**config.mk**
```make
export PLATFORM = sky130hd
export DESIGN_NAME = uart_tx_frame
export DESIGN_NICKNAME = d
export VERILOG_FILES = /design/src/rtl/uart_tx_frame.sv
export SDC_FILE = /design/constraint.sdc
export NUM_CORES = 1
export LEC_CHECK = 0
export CORE_MARGIN = 5
export CORE_UTILIZATION = 46
export CTS_BUF_LIST = sky130_fd_sc_hd__clkbuf_16
export CTS_CLUSTER_SIZE = 12
export DETAILED_ROUTE_END_ITERATION = 10
export PLACE_DENSITY = 0.68
export SKIP_CTS_REPAIR_TIMING = 1
export SYNTH_ARGS = -nofsm -noshare
export SYNTH_HDL_FRONTEND = slang
export SYNTH_SLANG_ARGS = --single-unit
```
**constraint.sdc**
```tcl
create_clock -name CLK -period 8.3 [get_ports CLK]
set_input_delay 1.66 -clock CLK [delete_from_list [all_inputs] [get_ports CLK]]
set_output_delay 1.66 -clock CLK [all_outputs]
set_load 0.01 [all_outputs]
```
**src/rtl/uart_tx_frame.sv**
```systemverilog
// UART transmit frame engine: start bit, DATA_WIDTH data bits (LSB first), optional parity,
// one or two stop bits, runtime prescale. Frames may run back-to-back without an idle gap.
module uart_tx_frame #(
  parameter int unsigned DATA_WIDTH  = 8,
  parameter int unsigned PRESC_WIDTH = 6
) (
  input  logic                   CLK,
  input  logic                   RST,
  input  logic [DATA_WIDTH-1:0]  P_DATA,
  input  logic                   Data_Valid,
  input  logic                   PAR_EN,
  input  logic                   PAR_TYP,
  input  logic                   STOP2,
  input  logic [PRESC_WIDTH-1:0] Prescale,
  output logic                   TX_OUT,
  output logic                   busy,
  output logic                   Data_Ack
);

  localparam int unsigned BitCntWidth = $clog2(DATA_WIDTH + 1);
  localparam logic [BitCntWidth-1:0] LastBit = BitCntWidth'(DATA_WIDTH - 1);
  localparam logic [PRESC_WIDTH-1:0] OneCycle = PRESC_WIDTH'(1);

  typedef enum logic [2:0] {
    StIdle,
    StStart,
    StData,
    StParity,
    StStop
  } state_e;

  state_e                 state_q, state_d;
  logic [PRESC_WIDTH-1:0] cnt_q, cnt_d;
  logic [PRESC_WIDTH-1:0] per_q, per_d;
  logic [BitCntWidth-1:0] bit_cnt_q, bit_cnt_d;
  logic                   stop_cnt_q, stop_cnt_d;
  logic [DATA_WIDTH-1:0]  shift_q, shift_d;
  logic                   par_q, par_d;
  logic                   par_en_q, par_en_d;
  logic                   stop2_q, stop2_d;
  logic                   tx_q, tx_d;
  logic                   ack_q, ack_d;

  logic bit_end;
  logic last_stop;
  logic accept;

  assign bit_end   = (cnt_q == (per_q - OneCycle));
  assign last_stop = (state_q == StStop) && bit_end && (stop_cnt_q == stop2_q);
  // A word can be taken while idle or on the very last stop cycle (back-to-back frames).
  assign accept    = Data_Valid && ((state_q == StIdle) || last_stop);

  always_comb begin
    state_d    = state_q;
    cnt_d      = cnt_q;
    per_d      = per_q;
    bit_cnt_d  = bit_cnt_q;
    stop_cnt_d = stop_cnt_q;
    shift_d    = shift_q;
    par_d      = par_q;
    par_en_d   = par_en_q;
    stop2_d    = stop2_q;
    ack_d      = 1'b0;

    unique case (state_q)
      StIdle: begin
        cnt_d = '0;
      end
      StStart: begin
        if (bit_end) begin
          cnt_d     = '0;
          bit_cnt_d = '0;
          state_d   = StData;
        end else begin
          cnt_d = cnt_q + OneCycle;
        end
      end
      StData: begin
        if (bit_end) begin
          cnt_d = '0;
          if (bit_cnt_q == LastBit) begin
            stop_cnt_d = 1'b0;
            state_d    = par_en_q ? StParity : StStop;
          end else begin
            bit_cnt_d = bit_cnt_q + 1'b1;
            shift_d   = shift_q >> 1;
          end
        end else begin
          cnt_d = cnt_q + OneCycle;
        end
      end
      StParity: begin
        if (bit_end) begin
          cnt_d      = '0;
          stop_cnt_d = 1'b0;
          state_d    = StStop;
        end else begin
          cnt_d = cnt_q + OneCycle;
        end
      end
      StStop: begin
        if (bit_end) begin
          cnt_d = '0;
          if (last_stop) begin
            stop_cnt_d = 1'b0;
            state_d    = StIdle;
          end else begin
            stop_cnt_d = 1'b1;
          end
        end else begin
          cnt_d = cnt_q + OneCycle;
        end
      end
      default: begin
        state_d = StIdle;
      end
    endcase

    if (accept) begin
      state_d    = StStart;
      cnt_d      = '0;
      bit_cnt_d  = '0;
      stop_cnt_d = 1'b0;
      shift_d    = P_DATA;
      par_d      = (^P_DATA) ^ PAR_TYP;
      par_en_d   = PAR_EN;
      stop2_d    = STOP2;
      per_d      = (Prescale == '0) ? OneCycle : Prescale;
      ack_d      = 1'b1;
    end
  end

  // TX_OUT is registered, so its next value is decoded from the next state.
  always_comb begin
    tx_d = 1'b1;
    unique case (state_d)
      StStart:  tx_d = 1'b0;
      StData:   tx_d = shift_d[0];
      StParity: tx_d = par_d;
      default:  tx_d = 1'b1;
    endcase
  end

  always_ff @(posedge CLK or posedge RST) begin
    if (RST) begin
      state_q    <= StIdle;
      cnt_q      <= '0;
      per_q      <= OneCycle;
      bit_cnt_q  <= '0;
      stop_cnt_q <= 1'b0;
      shift_q    <= '0;
      par_q      <= 1'b0;
      par_en_q   <= 1'b0;
      stop2_q    <= 1'b0;
      tx_q       <= 1'b1;
      ack_q      <= 1'b0;
    end else begin
      state_q    <= state_d;
      cnt_q      <= cnt_d;
      per_q      <= per_d;
      bit_cnt_q  <= bit_cnt_d;
      stop_cnt_q <= stop_cnt_d;
      shift_q    <= shift_d;
      par_q      <= par_d;
      par_en_q   <= par_en_d;
      stop2_q    <= stop2_d;
      tx_q       <= tx_d;
      ack_q      <= ack_d;
    end
  end

  assign TX_OUT   = tx_q;
  assign busy     = (state_q != StIdle);
  assign Data_Ack = ack_q;

endmodule

```
==> implementation parameters <==
Parameter                              Value

Run status
  Result of the run ... complete, no violations

Route
  Top Layer Used ... met4
  Wire length on met1 ... 1610 um
  Met3 Wirelength ... 116 um
  Final WL ... 3750 um
  Routed WL per cell ... 14.8 um
  Detail Route Antenna Nets ... 0
  Number of iterations in the first detailed-routing pass ... 4
  Total number of vias ... 1403
  Violation count after the first detailed-routing iteration ... 51
  Met2 WL ... 1960 um
  Residual DRC count ... 0
  Post-detailed-route via-to-cell ratio ... 5.52

Timing
  Sum Neg Setup Slack ... 0 ns
  Transition at the pin with the smallest max-transition slack ... 0.794 ns
  Ratio of final minimum period to clock period ... 0.401
  Maximum clock rate ... 300 MHz
  Worst hold slack across all endpoints ... 0.474 ns
  Setup Viol. Count Final ... 0
  Setup skew after layout ... 0.00450 ns
  Number of pins with negative max-slew slack in the final report ... 0
  Unrepaired setup endpoints after global routing ... false
  Max-Slew Margin vs Limit ... 0.470
  Final count of hold timing violations ... 0
  Min cycle time layout ... 3.33 ns

Critical path
  Reg-to-reg slack, setup ... 5.14 ns
  Beginning of the worst register-to-register path ... per_q[0]$_DFFE_PP1P_
  Cells along the critical path ... or3_1 -> clkdlybuf4s50_1
  Worst Reg-to-Reg Cells ... 9
  Crit path launch type ... flop
  Delay of the slowest cell on the worst path ... 0.49 ns
  Sum of buffers and inverters on the critical path ... 1
  Worst EP required ... 6.64 ns
  Type of the worst setup path ... reg -> out
  Arr. time, crit path ... 1.67 ns
  Family of cells with the greatest summed delay on the critical path ... buffers and inverters
  Critical path endpoint category ... primary output
  Maximum net fanout on the critical path ... 9
  Beginning of the critical path ... state_q[2]$_DFF_PP0_
  Endpoint of the lowest-slack register-to-register path ... TX_OUT$_DFF_PP1_
  Slowest cell on the critical path ... sky130_fd_sc_hd__clkdlybuf4s50_1

Synth
  Synthesized area per cell ... 10.5 um^2
  Most used standard cell by instance count after synthesis ... sky130_fd_sc_hd__dfrtp_1
  Total of flip-flops plus latches after synthesis ... 33
  Post-Syn Instances ... 177
  Portion of the post-synthesis area used by sequential elements ... 0.448
  Yosys top cell area share ... 0.419
  Post-synth EDFFs ... 0
  Cell taking the most area after synthesis ... sky130_fd_sc_hd__dfrtp_1
  Mapped Nets ... 200
  Cell Area, Synth ... 0.00185 mm^2
  Most used flip-flop cell after synthesis ... sky130_fd_sc_hd__dfrtp_1
  Count of different cell masters after synthesis ... 46
  YS warnings ... 0
  Most used standard cells in the synthesized netlist ... 31 x sky130_fd_sc_hd__dfrtp_1, 16 x sky130_fd_sc_hd__o21ai_0, 15 x sky130_fd_sc_hd__nor2_1
  Ys async rst share ... 1.00
  Leading post-synthesis cells by cell area ... sky130_fd_sc_hd__dfrtp_1 42%, sky130_fd_sc_hd__xnor2_1 4.7%, sky130_fd_sc_hd__o21ai_0 4.3%, sky130_fd_sc_hd__mux2_2 3.7%, sky130_fd_sc_hd__a22o_1 3.3%

Floorplanning
  Number of rows in the core area ... 23
  Floorplan die area ... 0.00539 mm^2
  Ports ... 23
  Die outline height ... 73.4 um
  Initial core utilization ... 0.469
  Area of the placeable core ... 0.00394 mm^2
  Horizontal extent of the die ... 73.4 um

Clock tree
  Clock latency reported for the late side of the worst-skew pair ... 0.27 ns
  Cell at the root of the clock tree ... sky130_fd_sc_hd__clkbuf_16
  Clock Tree Buf Depth ... 2
  Number of levels in the clock H-tree ... 2
  Total CTS buffers ... 5
  Clk pin slew, worst setup/hold paths ... 0.05 ns
  Number of clock sinks seen by CTS ... 33
  Clock tree from TritonCTS ... done

Power and ir drop
  Worst VDD drop ... 0.209 mV
  P_leak ... 0.959 nW
  Total power divided by cell area ... 333 mW/mm^2

Hold path
  Hold path startpoint ... shift_q[4]$_DFFE_PP0P_
  Endpoint, Worst Hold ... shift_q[4]$_DFFE_PP0P_
  Hold depth ... 1
  Hold Path Class ... reg -> reg

Final layout
  Fraction of final layout cells sized beyond drive strength 1 ... 0.123
  Layout net count ... 226
  Number of antenna diodes ... 0
  Area growth from synthesis to final layout ... 22.1%

Global routing
  Pin count of the biggest net entering global routing ... 34
  Initial antenna violation count ... 0
  Total overflow reported by the global router ... 0
  Aggregate global-route resource usage ... 0.158
  Vias in the first global route ... 1462
  First-pass GRT wire length ... 6590 um

Place
  Global placement routability congestion ... 0.804
  PortBufs ... 22
  Detail Placement HPWL ... 2850 um

Flow run
  Max capacitance violation total ... 0
## flip-flops by register name, summed over array words and instances, names as in the netlist
name / cells
state_q: 3
par_q: 1
per_q: 6
bit_cnt_q: 4
par_en_q: 1
stop2_q: 1
stop_cnt_q: 1
TX_OUT: 1
shift_q: 8
Data_Ack: 1
cnt_q: 6
## power breakdown
part | switching, W | leakage, nW | internal (W)
sequential | 0.0000587 | 0.414 | 0.000226
clock | 0.0000627 | 0.0724 | 0.000109
combinational | 0.000153 | 0.473 | 0.000144
## stage by stage
stage | utilization | std cells | total power (W) | setup slack [ns] | area (um^2)
floorplan | - | 177 | 0.000507 | 5.53 | 1850
global placement | 0.538 | 246 | 0.000567 | 4.77 | 2120
detailed placement | 0.538 | 246 | 0.000586 | 4.71 | 2120
CTS | 0.573 | 254 | 0.000759 | 4.95 | 2260
global route | 0.573 | 254 | 0.000808 | 4.91 | 2260
finish | 0.573 | 254 | 0.000752 | 4.97 | 2260
## layout by cell type, fill, tap and decap left out, types with 2 or more instances in the layout
cell type                         instances
sky130_fd_sc_hd__dfrtp_1                 31
sky130_fd_sc_hd__clkdlybuf4s50_1         22
sky130_fd_sc_hd__o21ai_0                 16
sky130_fd_sc_hd__nor2_1                  15
sky130_fd_sc_hd__xnor2_1                 10
sky130_fd_sc_hd__nand2_1                  9
sky130_fd_sc_hd__inv_1                    9
sky130_fd_sc_hd__a22o_1                   7
sky130_fd_sc_hd__nor2b_1                  6
sky130_fd_sc_hd__nand2b_1                 6
sky130_fd_sc_hd__mux2_2                   6
sky130_fd_sc_hd__a21o_1                   6
sky130_fd_sc_hd__xor2_1                   5
sky130_fd_sc_hd__nand3_1                  5
sky130_fd_sc_hd__clkbuf_16                5
sky130_fd_sc_hd__mux2i_1                  4
sky130_fd_sc_hd__a21oi_1                  3
sky130_fd_sc_hd__ha_1                     3
sky130_fd_sc_hd__dfstp_2                  2
sky130_fd_sc_hd__or3_1                    2
sky130_fd_sc_hd__nor3_4                   2
sky130_fd_sc_hd__nor3_1                   2
sky130_fd_sc_hd__o31ai_1                  2
sky130_fd_sc_hd__or4b_1                   2
sky130_fd_sc_hd__a32o_1                   2
## logic make-up (layout without fill, tap and decap cells)
kind of cell / Yosys count / count (layout) / share of synthesized area
simple gates: 56 / 56 / 0.174
compound gates: 48 / 48 / 0.195
flops: 33 / 33 / 0.448
buf+inv: 11 / 38 / 0.0257
fa+ha+maj: 3 / 3 / 0.0203
mux: 11 / 11 / 0.0663
xor+xnor: 15 / 15 / 0.0710
## cell type report
cell class / count / area (um^2)
clock buffers: 5 / 125
repair buffers: 23 / 228
well taps: 50 / 62.6
clock inverters: 3 / 15.0
fillers: 351 / 1680
inverters: 7 / 26.3
multi-input cells: 133 / 975
flip-flops and latches: 33 / 828
## worst register-to-register path, cell delays in order, from the launching register on
cell and delay (ns):
sky130_fd_sc_hd__dfstp_2 0.56, sky130_fd_sc_hd__inv_1 0.06, sky130_fd_sc_hd__ha_1 0.22, sky130_fd_sc_hd__nor2b_1 0.13
sky130_fd_sc_hd__or3_1 0.34, sky130_fd_sc_hd__a31o_2 0.30, sky130_fd_sc_hd__or2_4 0.29, sky130_fd_sc_hd__o22ai_4 0.58
sky130_fd_sc_hd__mux2_4 0.36, sky130_fd_sc_hd__a32o_1 0.25
## metal layers
layer	vias to the layer above	global-route usage
met5	-	0
met4	0	0.0543
met3	6	0.0410
met2	21	0.279
met1	686	0.184
li1	690	-
## worst max path at each step
stage / slack (ns) / endpoint / depth (start not counted)
2_1_floorplan: 5.53 / TX_OUT$_DFF_PP1_ / 6
3_3_place_gp: 4.77 / TX_OUT$_DFF_PP1_ / 5
3_5_place_dp: 4.71 / TX_OUT$_DFF_PP1_ / 5
4_1_cts: 4.95 / busy / 2
5_1_grt: 4.91 / TX_OUT$_DFF_PP1_ / 5
6_report: 4.97 / busy / 2
Power figures use the tool's default switching activity.
